## config.mk

```make
export PLATFORM = sky130hd
export DESIGN_NAME = memory_cycle_lsu
export DESIGN_NICKNAME = d
export VERILOG_FILES = /design/src/rtl/memory_cycle_lsu.sv
export SDC_FILE = /design/constraint.sdc
export NUM_CORES = 1
export LEC_CHECK = 0
export ABC_AREA = 0
export CORE_ASPECT_RATIO = 0.9
export CORE_MARGIN = 3
export CORE_UTILIZATION = 46
export CTS_CLUSTER_SIZE = 40
export DETAILED_ROUTE_END_ITERATION = 10
export PLACE_DENSITY = 0.85
export RECOVER_POWER = 25
export SYNTH_ARGS = -nofsm -noshare
export SYNTH_HDL_FRONTEND = slang
export SYNTH_SLANG_ARGS = --single-unit
```

## constraint.sdc

```tcl
create_clock -name clk -period 2.7 [get_ports clk]
set_input_delay 0.675 -clock clk [delete_from_list [all_inputs] [get_ports clk]]
set_output_delay 0.675 -clock clk [all_outputs]
set_load 0.02 [all_outputs]
```

## src/rtl/memory_cycle_lsu.sv

```systemverilog
// memory_cycle_lsu
//   Memory-stage load/store unit. Issues one req/ack bus access for each load
//   or store in M, stalls the front of the pipeline while the access is in
//   flight, and registers the M/W boundary including the writeback result mux.
//
// Ports
//   clk, rst                    clock (rising edge), asynchronous active-low reset
//   RegWriteM, MemWriteM,       M-stage controls (ResultSrcM=1 marks a load)
//   ResultSrcM, RD_M
//   PCPlus4M, WriteDataM,       M-stage data; ALU_ResultM is the memory address
//   ALU_ResultM
//   mem_req, mem_we,            data-memory bus request side (registered)
//   mem_addr, mem_wdata
//   mem_ack, mem_rdata          data-memory bus response side
//   StallM                      hold IF/ID/E/M stage registers
//   BusErr                      sticky access-timeout flag
//   RegWriteW, ResultSrcW,      W-stage registers
//   RD_W, PCPlus4W,
//   ALU_ResultW, ReadDataW
//   ResultW                     writeback value, feeds forwarding
module memory_cycle_lsu #(
  parameter int TIMEOUT = 16
) (
  input  logic        clk,
  input  logic        rst,
  input  logic        RegWriteM,
  input  logic        MemWriteM,
  input  logic        ResultSrcM,
  input  logic [4:0]  RD_M,
  input  logic [31:0] PCPlus4M,
  input  logic [31:0] WriteDataM,
  input  logic [31:0] ALU_ResultM,
  output logic        mem_req,
  output logic        mem_we,
  output logic [31:0] mem_addr,
  output logic [31:0] mem_wdata,
  input  logic        mem_ack,
  input  logic [31:0] mem_rdata,
  output logic        StallM,
  output logic        BusErr,
  output logic        RegWriteW,
  output logic        ResultSrcW,
  output logic [4:0]  RD_W,
  output logic [31:0] PCPlus4W,
  output logic [31:0] ALU_ResultW,
  output logic [31:0] ReadDataW,
  output logic [31:0] ResultW
);

  typedef enum logic [1:0] {IDLE, REQ, DONE} state_t;

  localparam logic [7:0] LAST_WAIT = 8'(TIMEOUT - 1);

  state_t      state_q, state_d;
  logic [7:0]  wait_q, wait_d;
  logic        req_q, req_d;
  logic        we_q, we_d;
  logic [31:0] addr_q, addr_d;
  logic [31:0] wdata_q, wdata_d;
  logic [31:0] rdata_q, rdata_d;
  logic        berr_q, berr_d;

  logic        acc;
  logic        stall;

  // A store flag wins when both controls are set; mem_we simply follows MemWriteM.
  assign acc   = MemWriteM | ResultSrcM;
  assign stall = ((state_q == IDLE) && acc) || (state_q == REQ);

  always_comb begin
    state_d = state_q;
    wait_d  = wait_q;
    req_d   = req_q;
    we_d    = we_q;
    addr_d  = addr_q;
    wdata_d = wdata_q;
    rdata_d = rdata_q;
    berr_d  = berr_q;
    case (state_q)
      IDLE: begin
        if (acc) begin
          addr_d  = ALU_ResultM;
          wdata_d = WriteDataM;
          we_d    = MemWriteM;
          req_d   = 1'b1;
          wait_d  = 8'd0;
          state_d = REQ;
        end
      end
      REQ: begin
        if (mem_ack) begin
          rdata_d = mem_rdata;
          req_d   = 1'b0;
          state_d = DONE;
        end else if (wait_q == LAST_WAIT) begin
          // Abandon the access; the instruction retires with zero read data.
          rdata_d = 32'd0;
          req_d   = 1'b0;
          berr_d  = 1'b1;
          state_d = DONE;
        end else begin
          wait_d = wait_q + 8'd1;
        end
      end
      DONE: begin
        state_d = IDLE;
      end
      default: begin
        state_d = IDLE;
      end
    endcase
  end

  always_ff @(posedge clk or negedge rst) begin
    if (!rst) begin
      state_q <= IDLE;
      wait_q  <= 8'd0;
      req_q   <= 1'b0;
      we_q    <= 1'b0;
      addr_q  <= 32'd0;
      wdata_q <= 32'd0;
      rdata_q <= 32'd0;
      berr_q  <= 1'b0;
    end else begin
      state_q <= state_d;
      wait_q  <= wait_d;
      req_q   <= req_d;
      we_q    <= we_d;
      addr_q  <= addr_d;
      wdata_q <= wdata_d;
      rdata_q <= rdata_d;
      berr_q  <= berr_d;
    end
  end

  // ---- M/W pipeline boundary ----
  logic        rw_w_q, rs_w_q;
  logic [4:0]  rd_w_q;
  logic [31:0] pc_w_q, alu_w_q, rd_data_w_q;

  always_ff @(posedge clk or negedge rst) begin
    if (!rst) begin
      rw_w_q      <= 1'b0;
      rs_w_q      <= 1'b0;
      rd_w_q      <= 5'd0;
      pc_w_q      <= 32'd0;
      alu_w_q     <= 32'd0;
      rd_data_w_q <= 32'd0;
    end else if (stall) begin
      // Bubble into W while M is held.
      rw_w_q      <= 1'b0;
      rs_w_q      <= 1'b0;
      rd_w_q      <= 5'd0;
      pc_w_q      <= 32'd0;
      alu_w_q     <= 32'd0;
      rd_data_w_q <= 32'd0;
    end else begin
      rw_w_q      <= RegWriteM;
      rs_w_q      <= ResultSrcM;
      rd_w_q      <= RD_M;
      pc_w_q      <= PCPlus4M;
      alu_w_q     <= ALU_ResultM;
      rd_data_w_q <= (state_q == DONE) ? rdata_q : 32'd0;
    end
  end

  assign mem_req     = req_q;
  assign mem_we      = we_q;
  assign mem_addr    = addr_q;
  assign mem_wdata   = wdata_q;
  assign StallM      = stall;
  assign BusErr      = berr_q;
  assign RegWriteW   = rw_w_q;
  assign ResultSrcW  = rs_w_q;
  assign RD_W        = rd_w_q;
  assign PCPlus4W    = pc_w_q;
  assign ALU_ResultW = alu_w_q;
  assign ReadDataW   = rd_data_w_q;
  assign ResultW     = rs_w_q ? rd_data_w_q : alu_w_q;

endmodule

```

-- Yosys cells after proc, flatten, opt, wreduce, memory -nomap -nowiden
Cells that the tools add are included.
- add/sub/neg operators: 1
- eq/ne operators: 7
- multiplexer cells: 22
- bitwise operators: 2
- reductions and logical operators: 11
- operator list (kind ; count):
    2-to-1 mux 32 bit ; 7
    2-to-1 mux 8 bit ; 3
    case mux 8 bit (2 select lines) ; 1
    adder 8 x 1 -> 8 bit (second input constant) ; 1
    equality test 8 x 4 -> 1 bit (second input constant) ; 1
    2-to-1 mux 2 bit ; 3
    inequality test 2 bit (second input constant) ; 3
    AND reduction 2 bit ; 3
    AND reduction 3 bit ; 2
    2-to-1 mux 1 bit ; 5
    2-to-1 mux 5 bit ; 1
    case mux 2 bit (2 select lines) ; 1
    AND reduction 4 bit ; 1
    nonzero test 2 bit ; 2
    inequality test 3 x 2 -> 1 bit (second input constant) ; 1
    equality test 2 x 1 -> 1 bit (second input constant) ; 1
    equality test 2 bit (second input constant) ; 1
    zero test 2 bit ; 1
    case mux 1 bit (2 select lines) ; 1
    logical AND 1 bit ; 1
    logical OR 1 bit ; 1
    NOT 1 bit ; 1
    OR 1 bit ; 1
- flip-flop bits (word level): 212
- input port bits: 139
- output and inout port bits: 203
- word-level logic and storage cells: 57

-- Longest topological paths before layout
Gate-level depths: netlist (run 1).
- word-level depth: 4
- gate-level depth with buffers: 6
- depth with buffers taken out: 5

-- Least setup slack after synthesis (run 1)
OpenSTA, ideal clock, no wires.
- path type: register -> output
- from: register rs_w_q, in the netlist ResultSrcW
- to: output port ResultW[10]
- arrival time: 1413 ps
- data required time: 2025 ps
- slack: 612 ps
- stages on the path, launching flop included: 4
- buffers on the path: 2
- cells stage by stage: dfrtp_1 clkbuf_1 buf_1 mux2_2
- cells in the longest elaborated chain, start to end: 1
- RTL lines (what ; line ; source):
    start, declared ; 137 ; logic rw_w_q, rs_w_q;
    start signal, assigned ; 159 ; rs_w_q <= ResultSrcM;
    2-to-1 mux 32 bit ; 179 ; assign ResultW = rs_w_q ? rd_data_w_q : alu_w_q;
    end, declared ; 47 ; output logic [31:0] ResultW
No other way between the ends.

-- Final worst setup path (run 1)
- from: register rs_w_q, in the netlist ResultSrcW
- to: output port ResultW[7]
Same word-level chain as after synthesis.

==> results of run 1 <==
cell usage after synthesis, types with 2 or more instances:
| cell type | number | area [um2] |
|---|---|---|
| sky130_fd_sc_hd__a22o_1 | 31 | 272 |
| sky130_fd_sc_hd__a22o_2 | 3 | 30.0 |
| sky130_fd_sc_hd__a31oi_1 | 5 | 31.3 |
| sky130_fd_sc_hd__and2_1 | 33 | 206 |
| sky130_fd_sc_hd__and3_1 | 71 | 444 |
| sky130_fd_sc_hd__buf_1 | 9 | 33.8 |
| sky130_fd_sc_hd__buf_2 | 2 | 10.0 |
| sky130_fd_sc_hd__buf_6 | 6 | 67.6 |
| sky130_fd_sc_hd__clkbuf_1 | 27 | 101 |
| sky130_fd_sc_hd__dfrtp_1 | 212 | 5310 |
| sky130_fd_sc_hd__inv_1 | 2 | 7.51 |
| sky130_fd_sc_hd__mux2_2 | 32 | 360 |
| sky130_fd_sc_hd__nand2_1 | 198 | 743 |
| sky130_fd_sc_hd__nand2b_1 | 2 | 12.5 |
| sky130_fd_sc_hd__nand3_1 | 4 | 20.0 |
| sky130_fd_sc_hd__nor2_1 | 3 | 11.3 |
| sky130_fd_sc_hd__nor2b_1 | 3 | 18.8 |
| sky130_fd_sc_hd__o21a_1 | 2 | 15.0 |
| sky130_fd_sc_hd__o21ai_0 | 6 | 30.0 |
logic make-up after synthesis:
| kind of cell | share of synthesized area, % |
|---|---|
| mux | 4.56 |
| fa+ha+maj | 0.158 |
| compound gates | 5.79 |
| buf+inv | 2.96 |
| simple gates | 19.4 |
| flops | 67.1 |
report_power, final:
group	internal (mW)	switching, mW
Clock	1.83	1.21
Sequential	4.35	0.609
Combinational	2.86	3.41
sequential cells by signal (all words and copies together), names as in the netlist, 2 cells and up:
signal       count
ALU_ResultW     32
PCPlus4W        32
RD_W             5
ReadDataW       32
mem_addr        32
mem_wdata       32
rdata_q         32
state_q          2
wait_q           8
path summary, 6_finish.rpt:
kind / slack, ps / to / start / cells past startpoint
max reg2reg: 740 / wait_q[2] / state_q[0] / 5
min in group asynchronous: 560 / mem_addr[27] / rst / 1
max: 180 / ResultW[7] / ResultSrcW / 3
min reg2reg: 460 / BusErr / BusErr / 1
max in group asynchronous: 500 / mem_wdata[11] / rst / 2
min: 460 / BusErr / BusErr / 1
final cells by class:
type / instances / area (um2) / area share (%)
inverter: 2 / 7.51 / 0.0615
sequential: 212 / 5310 / 43.4
clock inverter: 9 / 104 / 0.850
timing repair buffer: 359 / 3530 / 28.9
clock buffer: 29 / 628 / 5.14
tap: 207 / 259 / 2.12
multi-input combinational: 412 / 2380 / 19.5
stage by stage:
| stage | hold slack, ps | TNS, ps | cells | worst slack (ps) | total power [mW] |
|---|---|---|---|---|---|
| finish | 464 | 0 | 1230 | 177 | 14.3 |
| global route | 486 | 0 | 1230 | 105 | 15.1 |
| CTS | 189 | 0 | 1230 | 154 | 14.4 |
| detailed placement | 451 | -46.0 | 1192 | -46.0 | 11.4 |
| global placement | 450 | -44.8 | 1192 | -44.8 | 11.3 |
| floorplan | 379 | 0 | 671 | 612 | 8.25 |
routing by layer:
| layer | up-vias | routed length [um] |
|---|---|---|
| met2 | 255 | 11800 |
| met3 | 41 | 2040 |
| li1 | 2894 | - |
| met4 | 2 | 555 |
| met1 | 3098 | 8550 |
| met5 | - | 12 |
critical path, delay by kind of cell, from the launching register on:
kind | cells | cell delay [ps]
muxes | 1 | 370
DFF | 1 | 400
buffers and inverters | 2 | 560
timing repair:
item / in CTS / in global routing
hold buffers: 0 / 0
gates resized for setup: 33 / 0
setup endpoints to repair: 32 / 0
==> flow_summary_export.csv, run 1 <==
group,metric,value,unit
grt,initial_antenna_violation_count,1,
clock_tree,cts_buffer_depth,3,
clock_tree,cts_num_sinks,212,
drt,wl_per_cell,18.6,um
timing,report.final.hold_viol_count,0,
critical_path,endpoint_kind,"output port",
flow_run,max_cap_violations,1,
pwr,vdd.ir_drop.worst,0.000813,V
drt,drc,0,
final_layout,fin_nets,1149,
placed_design,io_buffers,341,
yosys,syn_nets,811,
yosys,synth_area,7900,um2
drt,first_pass_iters,4,
floorplan,floorplan.die.height,130,um
yosys,async_flop_share,100,%
floorplan,coreArea,16500,um2
critical_path,timing.critical_path.from_type,"flip-flop",
yosys,synth_cell_type_count,39,
grt,gr-usage-met1,28.2,%
pwr,p_per_area,1170,nW/um2
final_layout,fillCellCount,1082,
grt,globalRouteOverflowTotal,0,
timing,max_freq,0.396,GHz
yosys,synth-seq-cells,212,
placed_design,hpwlAfterDp,16.1,mm
clock_tree,clk_pin_slew_worst_paths,60,ps
final_layout,post-route-util,74.2,%
pwr,cellLeakagePower,5.99,nW
critical_path,critPathMaxFanout,32,
grt,globalRoute.busiestLayer,"met2",
floorplan,core.rowCount,44,
grt,first_global_vias,6489,
grt,grt_pass1_wl,35.0,mm
grt,grtUsageMet3,7.44,%
floorplan,floorplan.initialDensity,48.0,%
yosys,syn-instance-count,671,
status,status,"complete, but fails checks",
clock_tree,tritoncts,"built",
final_layout,final_cell_area,12200,um2
final_layout,insertedDiodeCount,0,
clock_tree,clock_insertion_delay_worst_skew,490,ps
floorplan,dieArea,18800,um2
clock_tree,cts_buffers,22,
grt,grt_start_max_net_pins,74,
clock_tree,cts_root_buffer,"sky130_fd_sc_hd__clkbuf_16",
floorplan,boundary_pins,342,
final_layout,post_route_cells_drive_above_1_share,10.1,%
yosys,synth.yosys.warnings,0,
grt,globalRouteMet2Util,42.2,%
yosys,synth-seq-area-share,67.1,%
critical_path,critical_path.slowest_cell,"sky130_fd_sc_hd__dfrtp_1",
timing,post_route_skew,11.7,ps
placed_design,routabilityCongestion,0.811,
yosys,synth-edff-count,0,
drt,wl,22.9,mm
timing,grt_setup_unrepaired,"no",
final_layout,p_r_area_growth_vs_syn,54.5,%
floorplan,die_w,144,um
drt,viasPerCell,5.11,
drt,route.vias.total,6290,
critical_path,critical_path_class,"flip-flop to output port",
critical_path,critical_path.cell_chain,"buf_12 -> mux2_2 -> dlygate4sd2_1",
grt,grt_usage,23.9,%
drt,detailedRoute.firstIterationViolations,289,
timing,maxSlewHeadroom,-7.09,%
worst_hold_path,min_path_type,"flip-flop to flip-flop",
timing,final.period_utilization,93.4,%
critical_path,arrival,1850,ps
timing,tightest_slew,1610,ps
yosys,postSynth.topFlopCell,"sky130_fd_sc_hd__dfrtp_1",
final_layout,layout_commonest_cell,"sky130_fd_sc_hd__clkdlybuf4s50_1",
status,failed_checks,"capacitance limit, slew limit",
clock_tree,cts_htree_levels,1,
drt,route.antenna.remaining_nets,0,
timing,finalSetupViolations,0,
final_layout,layout.cells.most_common_list,"sky130_fd_sc_hd__clkdlybuf4s50_1, sky130_fd_sc_hd__dfrtp_1, sky130_fd_sc_hd__nand2_1",
critical_path,required_worst_endpoint,2030,ps
timing,finalMaxSlewViolations,65,
clock_tree,cts_setup_buffers,0,
yosys,synthesis.area_per_instance,11.8,um2
placed_design,dpl-instance-area,11600,um2
critical_path,worst_path_largest_cell_delay,400,ps
timing,minimum_clock_period,2520,ps
Power figures use the tool's default switching activity.
==> run 2, diff against run 1 <==
--- a/config.mk
+++ b/config.mk
@@ -8,7 +8,7 @@
 export ABC_AREA = 0
 export CORE_ASPECT_RATIO = 0.9
 export CORE_MARGIN = 3
-export CORE_UTILIZATION = 46
+export CORE_UTILIZATION = 45
 export CTS_CLUSTER_SIZE = 40
 export DETAILED_ROUTE_END_ITERATION = 10
 export PLACE_DENSITY = 0.85
==> run 2 against run 1 <==
First-iteration DRC count shrank 4.2%. Cell area grew 0.70%. The flow still finishes with violations (capacitance limit, slew limit). Clock power grew 4%. Setup slack lost 40 ps. Global-route usage shrank 0.78 points. Clock skew grew 2.4 ps.
==> flow_summary_export.csv, run 2 (synthesis results as in run 1) <==
group,metric,value,unit
placed_design,routabilityCongestion,0.838,
placed_design,io_buffers,341,
final_layout,fillCellCount,1151,
drt,wl_per_cell,18.1,um
final_layout,multiInputGateArea,2380,um2
clock_tree,cts_htree_levels,1,
drt,route.antenna.remaining_nets,0,
critical_path,crit_family,"buffers and inverters",
floorplan,coreArea,17100,um2
drt,detailedRoute.firstIterationViolations,277,
floorplan,floorplan.initialDensity,46.3,%
clock_tree,post_cts.resized_instances,33,
final_layout,post_route_cells_drive_above_1_share,10.3,%
floorplan,dieArea,19200,um2
floorplan,floorplan.die.height,132,um
critical_path,worst_path_largest_cell_delay,480,ps
worst_hold_path,min_path_type,"flip-flop to flip-flop",
clock_tree,cts_hold_buffers,0,
drt,viasPerCell,5.00,
drt,first_pass_iters,5,
clock_tree,clk_pin_slew_worst_paths,60,ps
grt,initial_antenna_violation_count,0,
clock_tree,cts_num_sinks,212,
floorplan,boundary_pins,342,
grt,first_global_vias,6651,
clock_tree,tritoncts,"built",
pwr,p_per_area,1170,nW/um2
timing,grt_setup_unrepaired,"no",
timing,tns,0,ps
critical_path,critical_path_class,"input port to output port",
final_layout,area.sequential,5310,um2
timing,max_freq,0.390,GHz
critical_path,required_worst_endpoint,2030,ps
critical_path,arrival,1890,ps
critical_path,critPathMaxFanout,2,
timing,minimum_clock_period,2560,ps
final_layout,fin_nets,1150,
pwr,cellLeakagePower,6.02,nW
timing,post_route_skew,14.1,ps
final_layout,layout.cells.most_common_list,"sky130_fd_sc_hd__clkdlybuf4s50_1, sky130_fd_sc_hd__dfrtp_1, sky130_fd_sc_hd__nand2_1",
floorplan,core.rowCount,45,
critical_path,critical_path.slowest_cell,"sky130_fd_sc_hd__clkdlybuf4s50_1",
critical_path,cp.buffers_inverters,3,
placed_design,hpwlAfterDp,16.2,mm
timing,final.period_utilization,94.9,%
status,failed_checks,"capacitance limit, slew limit",
grt,grt_start_max_net_pins,76,
timing,report.final.hold_viol_count,0,
pwr,vdd.ir_drop.worst,0.000729,V
floorplan,die_w,146,um
clock_tree,cts_buffers,23,
drt,wl,22.8,mm
flow_run,max_cap_violations,1,
grt,grt_usage,23.1,%
drt,drc,0,
clock_tree,cts_buffer_depth,3,
grt,globalRouteOverflowTotal,0,
timing,finalSetupViolations,0,
final_layout,insertedDiodeCount,0,
final_layout,p_r_area_growth_vs_syn,55.6,%
grt,grt_pass1_wl,35.7,mm
timing,hold-worst-slack,471,ps
clock_tree,cts_root_buffer,"sky130_fd_sc_hd__clkbuf_16",
timing,finalMaxSlewViolations,70,
timing,maxSlewHeadroom,-9.64,%
status,status,"complete, but fails checks",
final_layout,layout_commonest_cell,"sky130_fd_sc_hd__clkdlybuf4s50_1",
critical_path,critical_path.cell_chain,"clkdlybuf4s50_1 -> o21a_2 -> nor2_1 -> inv_1 -> dlygate4sd2_1",
critical_path,timing.critical_path.from_type,"input port",
drt,route.vias.total,6305,
timing,tightest_slew,1640,ps
pwr,report.power.total,14.4,mW
clock_tree,clock_insertion_delay_worst_skew,500,ps
clock_tree,cts_setup_buffers,0,
critical_path,endpoint_kind,"output port",
run 2: cell types whose count changed in the layout (fill, tap and decap cells not counted):
| cell | change |
|---|---|
| sky130_fd_sc_hd__buf_12 | +1 |
| sky130_fd_sc_hd__clkbuf_1 | +1 |
| sky130_fd_sc_hd__clkbuf_8 | +3 |
| sky130_fd_sc_hd__clkinv_2 | +4 |
| sky130_fd_sc_hd__clkinv_4 | -1 |
| sky130_fd_sc_hd__clkinvlp_4 | -1 |
| sky130_fd_sc_hd__inv_6 | +1 |
| sky130_fd_sc_hd__buf_4 | -3 |
| sky130_fd_sc_hd__clkbuf_2 | -1 |
run 2: worst min-delay path, cell delays in order, from the launching register on:
cell                      delay (ps)
sky130_fd_sc_hd__dfrtp_1         330
sky130_fd_sc_hd__nand2_1          50
sky130_fd_sc_hd__nand2_1          50
run 2: report_power, final:
group          total (mW)  leakage (nW)  internal (mW)  switching, mW
clock                3.15         0.392           1.92           1.23
combinational        6.28          2.90           2.86           3.42
sequential           4.97          2.73           4.35          0.621
total                14.4          6.02           9.13           5.27
run 2: metal layers:
layer,share of wire (%),global-route usage (%),vias to the layer above
li1,-,-,2905
met1,38,27.3,3080
met2,51,41.0,276
met3,8.2,6.59,44
met4,2.9,7.12,0
met5,0,0,-
run 2: worst paths after layout:
path	from	endpoint	slack [ps]	depth (start not counted)
max	MemWriteM	StallM	140	5
min	mem_wdata[7]	mem_wdata[7]	470	2
max reg2reg	state_q[0]	wait_q[2]	710	5
min reg2reg	mem_wdata[7]	mem_wdata[7]	470	2
max in group asynchronous	rst	mem_wdata[5]	500	2
min in group asynchronous	rst	ALU_ResultW[19]	600	1
run 2: cell type report:
cell class | count | share of cell area (%)
Clock buffer | 30 | 5.38
Multi-Input combinational cell | 412 | 19.4
Inverter | 2 | 0.0610
Tap cell | 235 | 2.39
Sequential cell | 212 | 43.1
Timing Repair Buffer | 359 | 28.7
Clock inverter | 12 | 0.946
run 2: stage by stage:
stage               cells  setup slack, ps  cell area (um2)  utilization (%)
finish               1262              137            12300             72.1
CTS                  1262              141            12300             72.4
detailed placement   1220            -75.6            11600             68.0
global route         1262             90.8            12300             72.1
floorplan             671              612             7900                -
global placement     1220             -101            11600             68.0
